$ cat src/rtl/reg_file_access_pkg.sv
// Shared FSM state encoding and read-latency limits for the register-file access master.
package reg_file_access_pkg;

  localparam logic [2:0] LP_ST_IDLE    = 3'd0;
  localparam logic [2:0] LP_ST_WRITE   = 3'd1;
  localparam logic [2:0] LP_ST_READ    = 3'd2;
  localparam logic [2:0] LP_ST_WAIT    = 3'd3;
  localparam logic [2:0] LP_ST_RESPOND = 3'd4;

  localparam int LP_MAX_READ_LATENCY = 7;
  localparam int LP_LAT_W            = $clog2(LP_MAX_READ_LATENCY + 1);
  localparam logic [LP_LAT_W-1:0] LP_LAT_ONE = LP_LAT_W'(1);

  typedef enum logic [2:0] {
    S_IDLE    = LP_ST_IDLE,
    S_WRITE   = LP_ST_WRITE,
    S_READ    = LP_ST_READ,
    S_WAIT    = LP_ST_WAIT,
    S_RESPOND = LP_ST_RESPOND
  } state_t;

endpackage

$ cat src/rtl/read_latency_counter.sv
// Down-counter timing the target read latency; done is high while the count is zero.
// Load wins over decrement; decrement saturates at zero.
module read_latency_counter
  import reg_file_access_pkg::*;
(
  input  logic                i_clk,
  input  logic                i_rst,
  input  logic                i_load,
  input  logic                i_dec,
  input  logic [LP_LAT_W-1:0] i_value,
  output logic                o_done
);

  logic [LP_LAT_W-1:0] r_count;

  always_ff @(posedge i_clk or posedge i_rst) begin
    if (i_rst) begin
      r_count <= '0;
    end else if (i_load) begin
      r_count <= i_value;
    end else if (i_dec && (r_count != '0)) begin
      r_count <= r_count - LP_LAT_ONE;
    end
  end

  assign o_done = (r_count == '0);

endmodule

$ cat src/rtl/reg_file_access_master.sv
// Single-outstanding command master driving one-cycle read/write strobes into a register file.
// Response latency: error 1, write 2, read 2+P_ReadLatency; response held until In_RspReady.
module reg_file_access_master
  import reg_file_access_pkg::*;
#(
  parameter int P_RegCount    = 3,
  parameter int P_BitWidth    = 32,
  parameter int P_ReadLatency = 1,
  localparam int AW           = $clog2(P_RegCount)
) (
  input  logic                  In_Clock,
  input  logic                  In_Reset,
  input  logic                  In_CmdValid,
  output logic                  Out_CmdReady,
  input  logic                  In_CmdWrite,
  input  logic [AW-1:0]         In_CmdAddress,
  input  logic [P_BitWidth-1:0] In_CmdData,
  output logic                  Out_RspValid,
  input  logic                  In_RspReady,
  output logic [P_BitWidth-1:0] Out_RspData,
  output logic                  Out_RspError,
  output logic [AW-1:0]         Out_Address,
  output logic [P_BitWidth-1:0] Out_WriteData,
  output logic                  Out_Write,
  output logic                  Out_Read,
  input  logic [P_BitWidth-1:0] In_ReadData
);

  localparam logic [AW:0] LP_REG_COUNT = (AW + 1)'(P_RegCount);
  localparam logic [LP_LAT_W-1:0] LP_WAIT_LOAD =
    (P_ReadLatency > 0) ? LP_LAT_W'(P_ReadLatency - 1) : '0;

  state_t                r_state;
  logic                  r_write;
  logic                  r_read;
  logic                  r_rsp_vld;
  logic                  r_rsp_err;
  logic [P_BitWidth-1:0] r_rsp_data;
  logic [AW-1:0]         r_addr;
  logic [P_BitWidth-1:0] r_wdata;

  logic w_addr_err;
  logic w_cnt_load;
  logic w_cnt_dec;
  logic w_cnt_done;

  assign w_addr_err = ({1'b0, In_CmdAddress} >= LP_REG_COUNT);
  assign w_cnt_load = (r_state == S_READ);
  assign w_cnt_dec  = (r_state == S_WAIT);

  read_latency_counter u_lat_cnt (
    .i_clk   (In_Clock),
    .i_rst   (In_Reset),
    .i_load  (w_cnt_load),
    .i_dec   (w_cnt_dec),
    .i_value (LP_WAIT_LOAD),
    .o_done  (w_cnt_done)
  );

  always_ff @(posedge In_Clock or posedge In_Reset) begin
    if (In_Reset) begin
      r_state    <= S_IDLE;
      r_write    <= 1'b0;
      r_read     <= 1'b0;
      r_rsp_vld  <= 1'b0;
      r_rsp_err  <= 1'b0;
      r_rsp_data <= '0;
      r_addr     <= '0;
      r_wdata    <= '0;
    end else begin
      r_write <= 1'b0;
      r_read  <= 1'b0;
      case (r_state)
        S_IDLE: begin
          if (In_CmdValid) begin
            r_addr  <= In_CmdAddress;
            r_wdata <= In_CmdData;
            if (w_addr_err) begin
              r_rsp_vld  <= 1'b1;
              r_rsp_err  <= 1'b1;
              r_rsp_data <= '0;
              r_state    <= S_RESPOND;
            end else if (In_CmdWrite) begin
              r_write <= 1'b1;
              r_state <= S_WRITE;
            end else begin
              r_read  <= 1'b1;
              r_state <= S_READ;
            end
          end
        end
        S_WRITE: begin
          r_rsp_vld  <= 1'b1;
          r_rsp_err  <= 1'b0;
          r_rsp_data <= '0;
          r_state    <= S_RESPOND;
        end
        S_READ: begin
          if (P_ReadLatency == 0) begin
            r_rsp_vld  <= 1'b1;
            r_rsp_err  <= 1'b0;
            r_rsp_data <= In_ReadData;
            r_state    <= S_RESPOND;
          end else begin
            r_state <= S_WAIT;
          end
        end
        // The counter was loaded with latency-1 on entry, so done marks the last wait cycle.
        S_WAIT: begin
          if (w_cnt_done) begin
            r_rsp_vld  <= 1'b1;
            r_rsp_err  <= 1'b0;
            r_rsp_data <= In_ReadData;
            r_state    <= S_RESPOND;
          end
        end
        S_RESPOND: begin
          if (In_RspReady) begin
            r_rsp_vld  <= 1'b0;
            r_rsp_err  <= 1'b0;
            r_rsp_data <= '0;
            r_state    <= S_IDLE;
          end
        end
        default: r_state <= S_IDLE;
      endcase
    end
  end

  assign Out_CmdReady  = (r_state == S_IDLE) && !In_Reset;
  assign Out_RspValid  = r_rsp_vld;
  assign Out_RspData   = r_rsp_data;
  assign Out_RspError  = r_rsp_err;
  assign Out_Address   = r_addr;
  assign Out_WriteData = r_wdata;
  assign Out_Write     = r_write;
  assign Out_Read      = r_read;

endmodule

$ cat config.mk
export PLATFORM = sky130hd
export DESIGN_NAME = reg_file_access_master
export DESIGN_NICKNAME = d
export VERILOG_FILES = /design/src/rtl/reg_file_access_pkg.sv /design/src/rtl/read_latency_counter.sv /design/src/rtl/reg_file_access_master.sv
export SDC_FILE = /design/constraint.sdc
export NUM_CORES = 1
export LEC_CHECK = 0
export CAP_MARGIN = 10
export CORE_ASPECT_RATIO = 1.4
export CORE_MARGIN = 2
export CORE_UTILIZATION = 45
export DETAILED_ROUTE_END_ITERATION = 10
export PLACE_DENSITY = 0.85
export SLEW_MARGIN = 0
export SYNTH_ARGS = -nofsm -noshare
export SYNTH_HDL_FRONTEND = slang
export SYNTH_SLANG_ARGS = --single-unit
$ cat constraint.sdc
create_clock -name In_Clock -period 4.8 [get_ports In_Clock]
set_clock_uncertainty 0.15 [all_clocks]
set_input_delay 1.44 -clock In_Clock [delete_from_list [all_inputs] [get_ports In_Clock]]
set_output_delay 1.44 -clock In_Clock [all_outputs]
set_load 0.02 [all_outputs]
# Word level (Yosys, flattened, before mapping)
# Index checks and enable logic that the tools add are counted.
[totals]
wordCells = 58
regBits = 76
inputBits = 71
out_inout_bits = 71
[classes]
muxes = 28
order_cmp = 1
n_reduce_logical = 11
n_addsub = 1
eq_ne = 8
[ops]
columns = ["operator", "n"]
rows = [
  ["2-to-1 mux 32 bit", 4],
  ["one-hot mux 32 bit (4 select lines)", 1],
  ["2-to-1 mux 3 bit", 6],
  ["one-hot mux 3 bit (5 select lines)", 1],
  ["2-to-1 mux 1 bit", 13],
  ["!= test 2 bit, second input constant", 4],
  ["one-hot mux 1 bit (4 select lines)", 2],
  ["equality test 3 x 2 -> 1 bit, second input constant", 2],
  ["zero test 3 bit", 2],
  ["AND reduction 5 bit", 1],
  ["nonzero test 4 bit", 1],
  ["equality test 3 x 1 -> 1 bit, second input constant", 1],
  ["equality test 3 bit, second input constant", 1],
  ["AND reduction 3 bit", 1],
  ["nonzero test 3 bit", 1],
  ["subtractor 3 x 1 -> 3 bit, second input constant", 1],
  [">= comparator 2 bit, second input constant", 1],
  ["logical AND 1 bit", 2],
  ["2-to-1 mux 2 bit", 1],
  ["AND reduction 2 bit", 1],
  ["nonzero test 2 bit", 1],
  ["zero test 1 bit", 1],
]

# Logic depth before layout (Yosys ltp)
[depth]
ltp_word = 4
ltp_mapped = 7
mapped_depth_nobuf = 6

# Hierarchy
# A second synthesis with hierarchy kept.
[hier_totals]
cells_unflattened = 321
hier_area_um2 = 3582.2
[by_module_without_submodules]
columns = ["module", "seq_area_each_um2", "cells_each", "area_per_inst_um2", "instances"]
rows = [
  ["reg_file_access_master", 1826.8, 301, 3370.7, 1],
  ["read_latency_counter", 75.1, 20, 211.5, 1],
]

# Worst setup path after synthesis
# Ideal clock, no wire load.
[synth_timing]
kind = "input to output"
from = "in In_Reset"
to = "out Out_CmdReady"
path_slack_ps = 1143
required_ps = 3210
stages = 1
n_path_buf = 0
arrival_ps = 2067
path_cell_list = "nor4_1"
[synth_via]
elab_chain_len = 2
[synth_rtl]
columns = ["element", "line", "rtl"]
rows = [
  ["start: declaration", "reg_file_access_master.sv:12", "input logic In_Reset,"],
  ["zero test 1 bit", "reg_file_access_master.sv:130", "assign Out_CmdReady = (r_state == S_IDLE) && !In_Reset;"],
  ["logical AND 1 bit", "reg_file_access_master.sv:130", ""],
  ["end: declaration", "reg_file_access_master.sv:14", "output logic Out_CmdReady,"],
]
# Every way passes these cells.

# Worst setup path in the final report
# Same ends and word-level chain as after synthesis.

==> summary.txt <==
Drt
  – Via count: between 2000 and 2500
  – Number of routed nets with antenna violations: 0
  – Number of search-and-repair iterations in the first detailed-routing pass: 4
  – Average via count per standard cell: 4.846
  – Routed len/inst: 16.24 um
  – Total wire length: 8.333 mm
  – Iteration-0 DRC count of the detailed router: 128
  – Final routed DRC violation total: 0

Clock network
  – Reg clk slew, reported paths: 0.08 ns
  – Cell chosen for the clock root: clkbuf_8
  – Clock tree from TritonCTS: built
  – Cts-stage hold buffer count: 0
  – CTS Buf Count: 9
  – Clk sinks: between 70 and 80
  – Deepest level of the CTS H-tree: 3
  – Clock network latency to the later pin of the worst-skew pair: between 0.3 and 0.4 ns
  – Clock Path Buffers: 2
  – Setup bufs post-CTS: 0
  – Number of instances resized during post-cts repair: 0

Die
  – Horizontal extent of the die: 76.33 um
  – Area of the die: 8034 um^2
  – Standard-cell row count: 36
  – Top-Level Pins: ~140
  – Effective utilization at floorplan: a little under half
  – Chip Height: 105.3 um
  – CORE AREA: ~7000 um^2

Layout
  – Most common cell after layout, fill and taps aside: clkdlybuf4s50_1
  – Share of layout cells above drive strength 1: 13.88%
  – Area delta synth->final: 51.33%
  – Summed area of non-filler cells in the final layout: around 5000 um^2
  – Top library cells by usage in the layout, fill and taps aside: clkdlybuf4s50_1, dfrtp_1, nand2_1, inv_1, mux2i_1
  – Number of nets in the finished design: 486
  – # diodes: 0

STA
  – Max Clock Freq: ~0.23 GHz
  – Total Negative Setup Slacks: 0 ns
  – Crit share post-route: 90.51%
  – Min setup slack post-route: 0.4554 ns
  – Hold WS: 0.3568 ns
  – Final hold violation count: 0
  – Final-report setup violation count: 0
  – Number of max-slew violations in the final report: 0
  – Transition time at the pin with the least slew margin: 0.9292 ns
  – Time the final worst path needs with I/O delays and setup: 4.345 ns
  – Setup repair after global routing missed its margin: no
  – Headroom to the max-slew limit: a little under two fifths

Placement
  – Post-detailed-placement cell area: 4786 um^2
  – Number of I/O port buffers: 141
  – Placer Congestion: between 0.7 and 0.8
  – Half-perimeter wire length of the detailed placement result: between 6 and 7 mm
  – Placement Setup Slack: 0.4693 ns

GRT
  – Vias in the first global route: 2623
  – Residual overflow from global routing: 0
  – Overall global routing resource usage: 21.35%
  – Global-route wire length before repair: 13.24 mm
  – Pin count of the biggest net entering global routing: 77
  – Antenna violations before repair: 0

Yosys
  – Post-synthesis cell count: 271
  – Synth warnings: 0
  – Cell accounting for the most synthesized area: dfrtp_1
  – Top-area cell type share of the netlist area: 57.71%
  – Net Count, Synth: 344
  – Number of unique standard cell types used by synthesis: 37
  – Average instance area after synthesis: approximately 12 um^2
  – Mapped Area: 3296 um^2
  – Number of register bits inferred by synthesis: 76
  – Largest cells by area after synthesis: dfrtp_1, mux2_2, mux2i_1, nand2_1, inv_1
  – Post-synthesis sequential area ratio: 57.71%

Critical path
  – R2R Setup Slk: 2.19 ns
  – Kind of start point of the critical path: primary input
  – Critical path fanouts, max: 2
  – Largest delay share family, worst path: buffers and inverters
  – Number of buffer and inverter instances along the worst setup path: 2
  – Crit-path max cell delay: 0.67 ns
  – Cell Chain, Critical Path: clkdlybuf4s50_1 -> nor4_1 -> clkdlybuf4s50_1
  – Cell depth of the worst flop-to-flop path: 6
  – Worst path required time: ~3.2 ns
  – Cell depth of the worst setup path: 3
  – Worst path arrival time: about 2.8 ns
  – Critical setup path kind: in2out
  – CP Capture Type: primary output
  – Master of the slowest instance on the critical path: clkdlybuf4s50_1
  – Most common cell on crit path: clkdlybuf4s50_1

Power
  – Total power draw: 2733 uW
  – Power per unit of standard cell area: 548.0 nW/um^2
  – Leakage power summed over all cells: 0.002203 uW
  – Worst VDD drop: between 0.4 and 0.5 mV

Hold path
  – Hold Crit Depth: 1
  – Worst min path class: reg2reg

Run
  – Count of maximum capacitance violations: 0

Run status
  – Outcome: finished clean
[layer usage]
layer  vias up  part of all wire [%]  global-route usage, %
li1       1178                     -                      -
met1      1206                    37                  22.63
met2        78                    56                  38.94
met3        24                   3.3                  3.425
met4         0                   4.3                  13.64
met5         -                     0                      0
[flip-flops by register name, summed over array words and instances, names as in the netlist]
signal	flops
Out_RspValid	1
u_lat_cnt.r_count	3
Out_RspError	1
Out_RspData	32
r_state	3
Out_Address	2
Out_Read	1
Out_WriteData	32
Out_Write	1
[synthesized netlist by cell type (all sizes together)]
cell	n
dfrtp	76
nand2	39
inv	37
mux2	34
mux2i	33
buf	9
clkbuf	5
nor2	5
a21oi	4
a211oi	2
a22oi	2
ha	2
nor3	2
a2111oi	1
a21boi	1
a311o	1
a31o	1
a32o	1
and2	1
and3	1
and3b	1
nand2b	1
nand3	1
nand3b	1
nor2b	1
nor3b	1
nor4	1
nor4b	1
o211ai	1
o21ai	1
o32a	1
o32ai	1
or3	1
xnor2	1
[worst reg2reg max path, cell delays in order (launching register included)]
cell	delay, ns
dfrtp_1	0.66
and3b_1	0.23
buf_4	0.34
a22oi_4	0.11
o211ai_4	0.40
buf_4	0.39
mux2i_1	0.24
[stage by stage]
| step | cells | util, % |
|---|---|---|
| CTS | 513 | 70.98 |
| global placement | 497 | 68.11 |
| global route | 513 | 70.98 |
| detailed placement | 497 | 68.11 |
| finish | 513 | 70.98 |
| floorplan | 271 | - |
[cell families (layout without fill, tap and decap cells)]
| logic type | count (synthesis) | count (layout) | synth area share [%] |
|---|---|---|---|
| buffers and inverters | 51 | 198 | 6.720 |
| XOR/XNOR | 1 | 1 | 0.2658 |
| flip-flops | 76 | 76 | 57.71 |
| multiplexers | 67 | 67 | 21.64 |
| AND/OR/NAND/NOR | 57 | 57 | 8.049 |
| AO/OA/AOI/OAI | 17 | 17 | 4.859 |
| adder cells (fa/ha/maj) | 2 | 2 | 0.7592 |
[worst paths after layout]
path	start	endpoint
worst min register to register	Out_WriteData[31]	Out_WriteData[31]
max in group asynchronous	In_Reset	Out_WriteData[12]
worst max register to register	r_state[0]	Out_RspData[8]
min in group asynchronous	In_Reset	Out_Write
worst min-delay path	Out_WriteData[31]	Out_WriteData[31]
worst max-delay path	In_Reset	Out_CmdReady
[final cells by class]
class / count / area, um^2
repair buffers: 145 / 1454
clock inverters: 6 / 63.81
well taps: 95 / 118.9
flip-flops and latches: 76 / 1902
multi-input cells: 144 / 1172
inverters: 37 / 138.9
fillers: 534 / 2039
clock buffers: 10 / 137.6
[power breakdown]
group          internal, uW  switching (uW)
clock                   253             242
combinational           660             606
sequential              839             133
(Power assumes the default switching activity.)
